## src/rtl/vga_sync_decoder_if.sv

```systemverilog
// rtl/vga_sync_decoder_if.sv - sync inputs and decoded position/status outputs of the VGA timing decoder
interface vga_sync_decoder_if #(
  parameter int CW = 10
);
  logic          hsync;
  logic          vsync;
  logic [CW-1:0] x;
  logic [CW-1:0] y;
  logic          active;
  logic          locked;
  logic          frame_start;
  logic          line_err;

  modport master (
    output hsync, vsync,
    input  x, y, active, locked, frame_start, line_err
  );

  modport slave (
    input  hsync, vsync,
    output x, y, active, locked, frame_start, line_err
  );
endinterface

```

## src/rtl/vga_sync_decoder.sv

```systemverilog
// rtl/vga_sync_decoder.sv - VGA receive timing recovery: position rebuild, line/frame checks, lock tracking
module vga_sync_decoder #(
  parameter int CW         = 10,
  parameter int H_SYNC     = 96,
  parameter int H_BP       = 48,
  parameter int H_ACTIVE   = 640,
  parameter int H_TOTAL    = 800,
  parameter int V_SYNC     = 2,
  parameter int V_BP       = 33,
  parameter int V_ACTIVE   = 480,
  parameter int V_TOTAL    = 525,
  parameter int LOCK_LINES = 4
) (
  input logic              clk,
  input logic              rst_n,
  vga_sync_decoder_if.slave bus
);
  localparam int EW       = CW + 1;
  localparam int LOSS_LIM = 2 * H_TOTAL;
  localparam int LW       = $clog2(LOSS_LIM + 1);
  localparam int GW       = $clog2(LOCK_LINES + 1);
  localparam int H_START  = H_SYNC + H_BP;
  localparam int V_START  = V_SYNC + V_BP;

  localparam logic [CW-1:0] POS_MAX = {CW{1'b1}};

  typedef enum logic [1:0] {
    SEARCH  = 2'd0,
    MEASURE = 2'd1,
    LOCKED  = 2'd2,
    HOLD    = 2'd3
  } state_t;

  logic          hsync_q, vsync_q;
  logic [CW-1:0] hpos_q, hpos_d;
  logic [CW-1:0] vpos_q, vpos_d;
  logic [LW-1:0] loss_q, loss_d;
  logic [GW-1:0] good_q, good_d;
  logic          vlock_q, vlock_d;
  state_t        state_q, state_d;

  logic          hs_rise, hs_fall, vs_rise;
  logic [EW-1:0] hpos_e, vpos_e;
  logic          line_bad, width_bad, sig_loss;
  logic          line_err_c;
  logic          locked_c;
  logic          h_in, v_in, active_c;

  assign hs_rise = bus.hsync & ~hsync_q;
  assign hs_fall = ~bus.hsync & hsync_q;
  assign vs_rise = bus.vsync & ~vsync_q;

  // Extended by one bit so a saturated counter never aliases onto a legal length.
  assign hpos_e    = {1'b0, hpos_q};
  assign vpos_e    = {1'b0, vpos_q};
  assign line_bad  = hs_rise & ((hpos_e + EW'(1)) != EW'(H_TOTAL));
  assign width_bad = hs_fall & ((hpos_e + EW'(1)) != EW'(H_SYNC));

  // hpos saturates well below 2*H_TOTAL for small CW, so loss is timed separately.
  assign sig_loss = ~hs_rise & (loss_q >= LW'(LOSS_LIM - 1));

  always_comb begin
    hpos_d = hpos_q;
    vpos_d = vpos_q;
    loss_d = loss_q;

    if (hs_rise) begin
      hpos_d = '0;
      loss_d = '0;
    end else begin
      if (hpos_q != POS_MAX) hpos_d = hpos_q + CW'(1);
      if (loss_q != LW'(LOSS_LIM)) loss_d = loss_q + LW'(1);
    end

    if (vs_rise) begin
      vpos_d = '0;
    end else if (hs_rise && (vpos_q != POS_MAX)) begin
      vpos_d = vpos_q + CW'(1);
    end
  end

  always_comb begin
    state_d    = state_q;
    good_d     = good_q;
    line_err_c = 1'b0;

    case (state_q)
      SEARCH: begin
        if (hs_rise) begin
          state_d = MEASURE;
          good_d  = '0;
        end
      end
      MEASURE: begin
        if (line_bad || width_bad) begin
          state_d = SEARCH;
        end else if (hs_rise) begin
          good_d = good_q + GW'(1);
          if (good_q == GW'(LOCK_LINES - 1)) state_d = LOCKED;
        end
      end
      LOCKED: begin
        if (line_bad || width_bad) begin
          line_err_c = 1'b1;
          state_d    = HOLD;
        end
      end
      HOLD: begin
        if (line_bad || width_bad) begin
          line_err_c = 1'b1;
          state_d    = SEARCH;
        end else if (hs_rise) begin
          state_d = LOCKED;
        end
      end
      default: state_d = SEARCH;
    endcase

    if (sig_loss) state_d = SEARCH;
  end

  // Frame length is only trusted once the horizontal timing is already locked.
  always_comb begin
    vlock_d = vlock_q;
    if (vs_rise && (state_q == LOCKED || state_q == HOLD)) begin
      vlock_d = ((vpos_e + EW'(1)) == EW'(V_TOTAL));
    end
    if (state_d == SEARCH) vlock_d = 1'b0;
  end

  always_ff @(posedge clk or negedge rst_n) begin
    if (!rst_n) begin
      hsync_q <= 1'b0;
      vsync_q <= 1'b0;
      hpos_q  <= '0;
      vpos_q  <= '0;
      loss_q  <= '0;
      good_q  <= '0;
      vlock_q <= 1'b0;
      state_q <= SEARCH;
    end else begin
      hsync_q <= bus.hsync;
      vsync_q <= bus.vsync;
      hpos_q  <= hpos_d;
      vpos_q  <= vpos_d;
      loss_q  <= loss_d;
      good_q  <= good_d;
      vlock_q <= vlock_d;
      state_q <= state_d;
    end
  end

  assign locked_c = vlock_q & ((state_q == LOCKED) | (state_q == HOLD));
  assign h_in     = (hpos_e >= EW'(H_START)) & (hpos_e < EW'(H_START + H_ACTIVE));
  assign v_in     = (vpos_e >= EW'(V_START)) & (vpos_e < EW'(V_START + V_ACTIVE));
  assign active_c = locked_c & h_in & v_in;

  assign bus.locked      = locked_c;
  assign bus.active      = active_c;
  assign bus.x           = active_c ? (hpos_q - CW'(H_START)) : '0;
  assign bus.y           = active_c ? (vpos_q - CW'(V_START)) : '0;
  assign bus.frame_start = vs_rise & locked_c;
  assign bus.line_err    = line_err_c;
endmodule

```

## src/flat_wrapper.sv

```systemverilog
// flat-port wrapper written by rule: the top's interface ports become plain ports
module vga_sync_decoder_flat 
#(
  parameter int CW         = 10,
  parameter int H_SYNC     = 96,
  parameter int H_BP       = 48,
  parameter int H_ACTIVE   = 640,
  parameter int H_TOTAL    = 800,
  parameter int V_SYNC     = 2,
  parameter int V_BP       = 33,
  parameter int V_ACTIVE   = 480,
  parameter int V_TOTAL    = 525,
  parameter int LOCK_LINES = 4
)
  (clk, rst_n, bus_hsync, bus_vsync, bus_x, bus_y, bus_active, bus_locked, bus_frame_start, bus_line_err);
  vga_sync_decoder_if #(.CW(CW)) bus_i ();
  input logic clk;
  input logic rst_n;
  input wire logic [$bits(bus_i.hsync)-1:0] bus_hsync;
  input wire logic [$bits(bus_i.vsync)-1:0] bus_vsync;
  output wire logic [$bits(bus_i.x)-1:0] bus_x;
  output wire logic [$bits(bus_i.y)-1:0] bus_y;
  output wire logic [$bits(bus_i.active)-1:0] bus_active;
  output wire logic [$bits(bus_i.locked)-1:0] bus_locked;
  output wire logic [$bits(bus_i.frame_start)-1:0] bus_frame_start;
  output wire logic [$bits(bus_i.line_err)-1:0] bus_line_err;
  assign bus_i.hsync = bus_hsync;
  assign bus_i.vsync = bus_vsync;
  assign bus_x = bus_i.x;
  assign bus_y = bus_i.y;
  assign bus_active = bus_i.active;
  assign bus_locked = bus_i.locked;
  assign bus_frame_start = bus_i.frame_start;
  assign bus_line_err = bus_i.line_err;
  vga_sync_decoder #(.CW(CW), .H_SYNC(H_SYNC), .H_BP(H_BP), .H_ACTIVE(H_ACTIVE), .H_TOTAL(H_TOTAL), .V_SYNC(V_SYNC), .V_BP(V_BP), .V_ACTIVE(V_ACTIVE), .V_TOTAL(V_TOTAL), .LOCK_LINES(LOCK_LINES)) u_core (.clk(clk), .rst_n(rst_n), .bus(bus_i));
endmodule
```

## config.mk

```make
export PLATFORM = sky130hd
export DESIGN_NAME = vga_sync_decoder_flat
export DESIGN_NICKNAME = d
export VERILOG_FILES = /design/src/rtl/vga_sync_decoder_if.sv /design/src/rtl/vga_sync_decoder.sv /design/src/flat_wrapper.sv
export SDC_FILE = /design/constraint.sdc
export NUM_CORES = 1
export LEC_CHECK = 0
export BUFFER_PORTS_ARGS = -buffer_cell sky130_fd_sc_hd__buf_2
export CAP_MARGIN = 25
export CORE_MARGIN = 5
export CORE_UTILIZATION = 59
export DETAILED_ROUTE_END_ITERATION = 16
export PLACE_DENSITY = 0.8
export SYNTH_ARGS = -nofsm -noshare
export SYNTH_HDL_FRONTEND = slang
export SYNTH_SLANG_ARGS = --single-unit
```

## constraint.sdc

```tcl
create_clock -name clk -period 2.35 [get_ports clk]
set_clock_uncertainty 0.05 [all_clocks]
set_input_delay 0.1175 -clock clk [delete_from_list [all_inputs] [get_ports clk]]
set_output_delay 0.1175 -clock clk [all_outputs]
set_load 0.01 [all_outputs]
```

==> results of run 1 <==
## sequential cells by signal, summed over array words and instances (netlist names)
register and cells:
u_core.good_q 3, u_core.hpos_q 10, u_core.hsync_q 1, u_core.loss_q 11, u_core.state_q 2, u_core.vlock_q 1, u_core.vpos_q 10, u_core.vsync_q 1
## cell type report
class                           instances  area, um^2  share of cell area, %
Sequential cell                        39         977                   28.8
Tap cell                               54        67.6                   1.99
Clock buffer                            6        72.6                   2.14
Timing Repair Buffer                   58         432                   12.7
Clock inverter                          2        60.1                   1.77
Multi-Input combinational cell        249        1720                   50.6
Inverter                               18        67.6                   1.99
## report_power, final
part / leakage (uW) / switching, uW / internal, uW
registers: 0.000521 / 120 / 768
clock network: 0.0000654 / 237 / 424
logic: 0.000998 / 269 / 228
## worst max-delay path, cell delays in order (launching register included)
cell and delay, ps:
sky130_fd_sc_hd__dfrtp_1 400, sky130_fd_sc_hd__ha_2 200, sky130_fd_sc_hd__or4_4 440, sky130_fd_sc_hd__nor4b_4 280, sky130_fd_sc_hd__buf_4 160, sky130_fd_sc_hd__o2111ai_4 200, sky130_fd_sc_hd__buf_6 210, sky130_fd_sc_hd__nor2_1 90
sky130_fd_sc_hd__buf_2 130
## final timing paths
check	from	end	slack, ps
max reg2reg	u_core.hpos_q[5]	u_core.vlock_q	180
max in group asynchronous	rst_n	u_core.hpos_q[3]	1220
max	u_core.vpos_q[1]	bus_x[4]	-230
min in group clk	bus_vsync	u_core.vsync_q	430
min	rst_n	u_core.hpos_q[1]	420
min reg2reg	u_core.good_q[1]	u_core.good_q[1]	480
## cells in the final DEF, fill, tap and decap left out, types with 6 or more instances in the layout
master and n:
sky130_fd_sc_hd__buf_4 23, sky130_fd_sc_hd__nand2b_1 6, sky130_fd_sc_hd__ha_1 9, sky130_fd_sc_hd__buf_6 11, sky130_fd_sc_hd__dfrtp_1 38, sky130_fd_sc_hd__nand2_1 23, sky130_fd_sc_hd__and3_1 6, sky130_fd_sc_hd__nor3_1 10
sky130_fd_sc_hd__nor2_1 44, sky130_fd_sc_hd__nand4_1 8, sky130_fd_sc_hd__nand3_1 14, sky130_fd_sc_hd__buf_2 21, sky130_fd_sc_hd__o21ai_0 7, sky130_fd_sc_hd__xor2_1 16, sky130_fd_sc_hd__xnor2_1 17, sky130_fd_sc_hd__inv_1 17
sky130_fd_sc_hd__nor2_2 6, sky130_fd_sc_hd__a21oi_1 8
## through the flow
| step | setup WS, ps | utilization (%) |
|---|---|---|
| finish | -228 | 73.3 |
| global route | -330 | 73.3 |
| CTS | -103 | 69.6 |
| detailed placement | -34.2 | 64.0 |
| global placement | 43.0 | 64.0 |
| floorplan | 47.1 | - |
## routing by layer
metal	global-route usage, %	wire (um)
met5	0	0
met4	7.34	109
met3	3.67	239
met2	37.6	3330
met1	26.6	2690
## cell families after synthesis
kind of cell	Yosys count	synth area share, %
and+or+nand+nor	155	29.1
AOI/OAI and AO/OA	42	10.8
buffers and inverters	41	6.91
DFF	39	35.2
xor gates and xnor gates	34	10.7
adders and majority gates	11	4.97
muxes	6	2.21
## timing repair
item	4_1_cts	5_1_grt
hold endpoints to repair	41	0
pin swaps	15	5
cloned	1	0
hold buffers	3	0
setup buffers	7	6
gates resized for setup	10	30
endpoints found under the setup margin	22	27
==> run summary, run 1 <==
## Yosys
• Yosys top cell area share: 35.2%
• leading area contributor after synthesis: sky130_fd_sc_hd__dfrtp_1
• register area share after synthesis: 35.2%
• synthesized area: 0.00277 mm^2
• Synth warnings: 0
• cell with the most instances after synthesis: sky130_fd_sc_hd__nor2_1
• most instantiated cells after synthesis: sky130_fd_sc_hd__nor2_1 (54), sky130_fd_sc_hd__dfrtp_1 (39), sky130_fd_sc_hd__nand2_1 (23), sky130_fd_sc_hd__xnor2_1 (18), sky130_fd_sc_hd__inv_1 (17)
• cell count after synthesis: 328
• cell types with the largest area share after synthesis: sky130_fd_sc_hd__dfrtp_1 (35%), sky130_fd_sc_hd__nor2_1 (7.3%), sky130_fd_sc_hd__xnor2_1 (5.7%)
• flip-flop and latch count after synthesis: 39
• Avg Inst Size Synth: 8.45 um^2
• number of different library cells in the post-synthesis netlist: 56
• dominant register cell in the synthesized netlist: sky130_fd_sc_hd__dfrtp_1
• count of flip-flops with a built-in enable after synthesis: 0
• syn_nets: 343
• Async S/R FF share, synth: 100%

## Timing
• Max-slew headroom: 40.3%
• Final Critical Period: 2580 ps
• number of endpoints with negative hold slack in the final report: 0
• Final Worst Setup Slack: -228 ps
• worst hold margin: 420 ps
• Setup-failing EPs final: 21
• count of final max-slew check failures: 0
• setup repair after global routing missed its margin: true
• crit share post-route: 110%
• measured slew at the worst slew-check pin: 896 ps
• post-route setup TNS: -3560 ps
• maximum operating frequency: 388 MHz

## Floorplanning
• x dimension of the die: 78.5 um
• Initial Utilization: 59.8%
• Site Rows: 25
• placeable core region: 0.00463 mm^2
• top-level port count: 28
• die extent in y: 78.5 um
• die outline area: 0.00617 mm^2

## Worst setup path
• required arrival time at the worst endpoint: 2180 ps
• category of the most critical setup path: reg -> out
• critical-path maximum fanout: 6
• endpoint type of the worst setup path: primary output
• arrival time of data at the critical path endpoint: 2410 ps
• critical path startpoint category: register
• Register-to-Register Path Depth: 9

## Drt
• count of antenna-violating nets left after detailed routing: 0
• post-detailed-route via-to-cell ratio: 5.82
• WL final: 6360 um
• total via count after detailed routing: 2481
• routed len/inst: 14.9 um
• post-detailed-route DRC marker count: 0
• First-pass DRT Iterations: 4
• count of routing violations after the opening detailed-route iteration: 124

## Final layout
• share of cells above drive strength 1: 26.1%
• fin cells: 426
• Area growth, synth to finish: 22.5%
• net total in the final layout: 386
• number of antenna cells inserted: 0
• Fill cells: 334
• area of all placed cells without fillers: 0.00339 mm^2

## Clocking
• Clock Sink Count: 39
• Clock Latency Late Sink: 290 ps
• master cell of the clock root buffer: sky130_fd_sc_hd__clkbuf_8
• TritonCTS Buffers: 5
• TritonCTS clock tree: yes
• clock transition at the register clock pins on the worst setup and hold paths after CTS: 80 ps
• maximum number of buffers from clock root to sink: 2
• depth of the CTS H-tree: 2

## Placed design
• gp weighted congestion: 0.817
• standard cell area after detailed placement: 0.00296 mm^2
• number of placed instances with taps included: 401
• hpwl dp: 4150 um
• Port-buffer cells: 27

## Global routing
• vias in the first global route: 2371
• global route total overflow: 0
• wire length of the first global-routing pass: 10700 um
• global-route usage over all layers: 21.5%
• maximum number of pins on one net before global-route repair: 40
• initial antenna violation count: 0

## Job
• max-cap violation count: 0

## Pwr
• power density over the cells: 603 mW/mm^2
• Power Total: 2050 uW
• leakage power: 0.00158 uW
• maximum VDD drop: 0.000466 V

## Run status
• run status: complete, but fails checks
• violated checks: setup timing

## Min path
• class of the worst hold path: in -> async

(Power assumes the default switching activity.)
==> run 2, diff against run 1 <==
==> constraint.sdc (replaced) <==
create_clock -name clk -period 2.4 [get_ports clk]
set_clock_uncertainty 0.05 [all_clocks]
set_input_delay 0.12 -clock clk [delete_from_list [all_inputs] [get_ports clk]]
set_output_delay 0.12 -clock clk [all_outputs]
set_load 0.01 [all_outputs]
==> run summary, run 2 (synthesized netlist as in run 1, its figures left out) <==
## Run status
• run status: complete, but fails checks, unchanged
• violated checks: setup timing, unchanged

## Global routing
• global route total overflow: 0, unchanged
• initial antenna violation count: 0, unchanged
• global-route usage over all layers: 20.8%, was 21.5%
• vias in the first global route: 2200, was 2371
• wire length of the first global-routing pass: 10200 um, was 10700 um
• maximum number of pins on one net before global-route repair: 40, unchanged

## Placed design
• Port-buffer cells: 27, unchanged
• hpwl dp: 4110 um, was 4150 um
• number of placed instances with taps included: 396, was 401
• pre-CTS setup slack: -10.5 ps, was -34.2 ps
• gp weighted congestion: 0.808, was 0.817

## Timing
• Final Critical Period: 2450 ps
• worst hold margin: 430 ps, was 420 ps
• Final Worst Setup Slack: -54.4 ps, was -228 ps
• Max-slew headroom: 41.5%, was 40.3%
• crit share post-route: 102%
• Setup-failing EPs final: 19, was 21
• maximum operating frequency: 407 MHz
• count of final max-slew check failures: 0, unchanged
• post-route setup TNS: -636 ps, was -3560 ps
• measured slew at the worst slew-check pin: 878 ps, was 896 ps
• setup repair after global routing missed its margin: true, unchanged
• number of endpoints with negative hold slack in the final report: 0, unchanged

## Clocking
• TritonCTS clock tree: yes, unchanged
• TritonCTS Buffers: 5, unchanged
• Clock Sink Count: 39, unchanged
• master cell of the clock root buffer: sky130_fd_sc_hd__clkbuf_8, unchanged
• clock transition at the register clock pins on the worst setup and hold paths after CTS: 70 ps, was 80 ps
• depth of the CTS H-tree: 2, unchanged
• maximum number of buffers from clock root to sink: 2, unchanged
• Clock Latency Late Sink: 290 ps, about the same

## Worst setup path
• category of the most critical setup path: reg -> out, unchanged
• endpoint type of the worst setup path: primary output, unchanged
• critical-path maximum fanout: 5, was 6
• cell mode on critical path: sky130_fd_sc_hd__buf_2
• family with the most delay on the worst path: simple AND/OR/NAND/NOR gates, unchanged
• buffers and inverters on the worst path: 2, was 3
• arrival time of data at the critical path endpoint: 2280 ps, was 2410 ps
• critical path startpoint category: register, unchanged
• critical path's largest stage delay: 440 ps, about the same
• required arrival time at the worst endpoint: 2230 ps, was 2180 ps
• ordered list of cells on the worst path: ha_2 > or4_4 > nand2_1 > a21oi_1 > o2111ai_4 > buf_2 > nor2_1 > buf_2, was ha_2 > or4_4 > nor4b_4 > buf_4 > o2111ai_4 > buf_6 > nor2_1 > buf_2
• slowest CP cell: sky130_fd_sc_hd__or4_4, unchanged

## Drt
• WL final: 5990 um, was 6360 um
• First-pass DRT Iterations: 4, unchanged
• routed len/inst: 14.5 um, was 14.9 um
• post-detailed-route DRC marker count: 0, unchanged
• total via count after detailed routing: 2410, was 2481
• post-detailed-route via-to-cell ratio: 5.84, was 5.82
• count of routing violations after the opening detailed-route iteration: 115, was 124
• count of antenna-violating nets left after detailed routing: 0, unchanged

## Floorplanning
• placeable core region: 0.00463 mm^2, unchanged
• x dimension of the die: 78.5 um, unchanged
• die outline area: 0.00617 mm^2, unchanged
• top-level port count: 28, unchanged
• die extent in y: 78.5 um, unchanged
• Initial Utilization: 59.8%, unchanged
• Site Rows: 25, unchanged

## Final layout
• Largest register FFs: 11, unchanged
• Area growth, synth to finish: 13.2%, was 22.5%
• net total in the final layout: 374, was 386
• largest register by flop count: u_core.loss_q, unchanged
• fin cells: 413, was 426
• leading cell type in the layout, fill and taps excluded: sky130_fd_sc_hd__nor2_1, unchanged
• largest registers ranked by flip-flop count: u_core.loss_q (11), u_core.hpos_q (10), u_core.vpos_q (10), unchanged
• most frequent cells in the layout: sky130_fd_sc_hd__nor2_1 (54), sky130_fd_sc_hd__dfrtp_1 (37), sky130_fd_sc_hd__buf_2 (29), sky130_fd_sc_hd__nand2_1 (23), sky130_fd_sc_hd__xnor2_1 (18), was sky130_fd_sc_hd__nor2_1 (44), sky130_fd_sc_hd__dfrtp_1 (38), sky130_fd_sc_hd__nand2_1 (23), sky130_fd_sc_hd__buf_4 (23), sky130_fd_sc_hd__buf_2 (21)
• share of cells above drive strength 1: 20.1%, was 26.1%
• final core utilization: 67.7%, was 73.3%
• number of antenna cells inserted: 0, unchanged

## Pwr
• leakage power: 0.00149 uW, was 0.00158 uW
• power density over the cells: 570 mW/mm^2, was 603 mW/mm^2
• maximum VDD drop: 0.000477 V, was 0.000466 V

## Min path
• class of the worst hold path: in -> async, unchanged

## Job
• max-cap violation count: 0, unchanged

[run 2: cell count changes in the layout (fill, tap and decap cells not counted), moves of 2 or more]
cell	previous run	this run
sky130_fd_sc_hd__buf_4	23	13
sky130_fd_sc_hd__nor2_2	6	1
sky130_fd_sc_hd__nor2_4	5	0
sky130_fd_sc_hd__a21oi_2	3	1
sky130_fd_sc_hd__buf_6	11	2
sky130_fd_sc_hd__nor2_1	44	54
sky130_fd_sc_hd__buf_2	21	29
sky130_fd_sc_hd__bufinv_16	2	0
[run 2: final timing paths]
check                                 start          endpoint  slack, ps  cells after the start
max                        u_core.vpos_q[1]          bus_y[8]        -50                      8
min                                   rst_n  u_core.hpos_q[1]        430                      2
max reg2reg                u_core.hpos_q[0]    u_core.vlock_q         70                      8
min reg2reg                  u_core.vlock_q    u_core.vlock_q        480                      2
max in group asynchronous             rst_n  u_core.vpos_q[7]       1260                      2
min in group clk                  bus_vsync    u_core.vsync_q        430                      2
[run 2: per-stage QoR]
stage	cell area, um^2	total power [uW]
5_1_grt	3140	1910
3_3_place_gp	2920	1280
4_1_cts	3120	1780
2_1_floorplan	2770	1190
6_report	3140	1790
3_5_place_dp	2920	1310
[run 2: report_power, final]
part           internal, uW  total, uW  switching [uW]
Combinational           206        457             251
Sequential              750        883             133
Clock                   225        448             222
[run 2: repair_timing]
item                       CTS  global route
cloned                       2             0
buffers inserted             5             0
gates resized for setup      7             6
hold endpoints to repair    41             0
setup endpoints to repair   22            26
hold buffers                 3             0
pin swaps                    5             0
[run 2: final cells by class]
type | count | area, um^2
Clock buffer | 6 | 82.6
Clock inverter | 1 | 5.00
Tap cell | 54 | 67.6
Sequential cell | 39 | 978
Inverter | 18 | 67.6
Timing Repair Buffer | 47 | 295
Multi-Input combinational cell | 248 | 1640
Fill cell | 391 | 1490
[run 2: metal layers]
layer  share of wire [%]  wire length (um)  track usage (%)  vias up
li1                    -                 -                -     1182
met1                  41              2470             25.3     1148
met2                  53              3170             37.2       71
met3                 4.5               269             4.01        9
met4                 1.3                78             5.77        0
met5                   0                 0                0        -
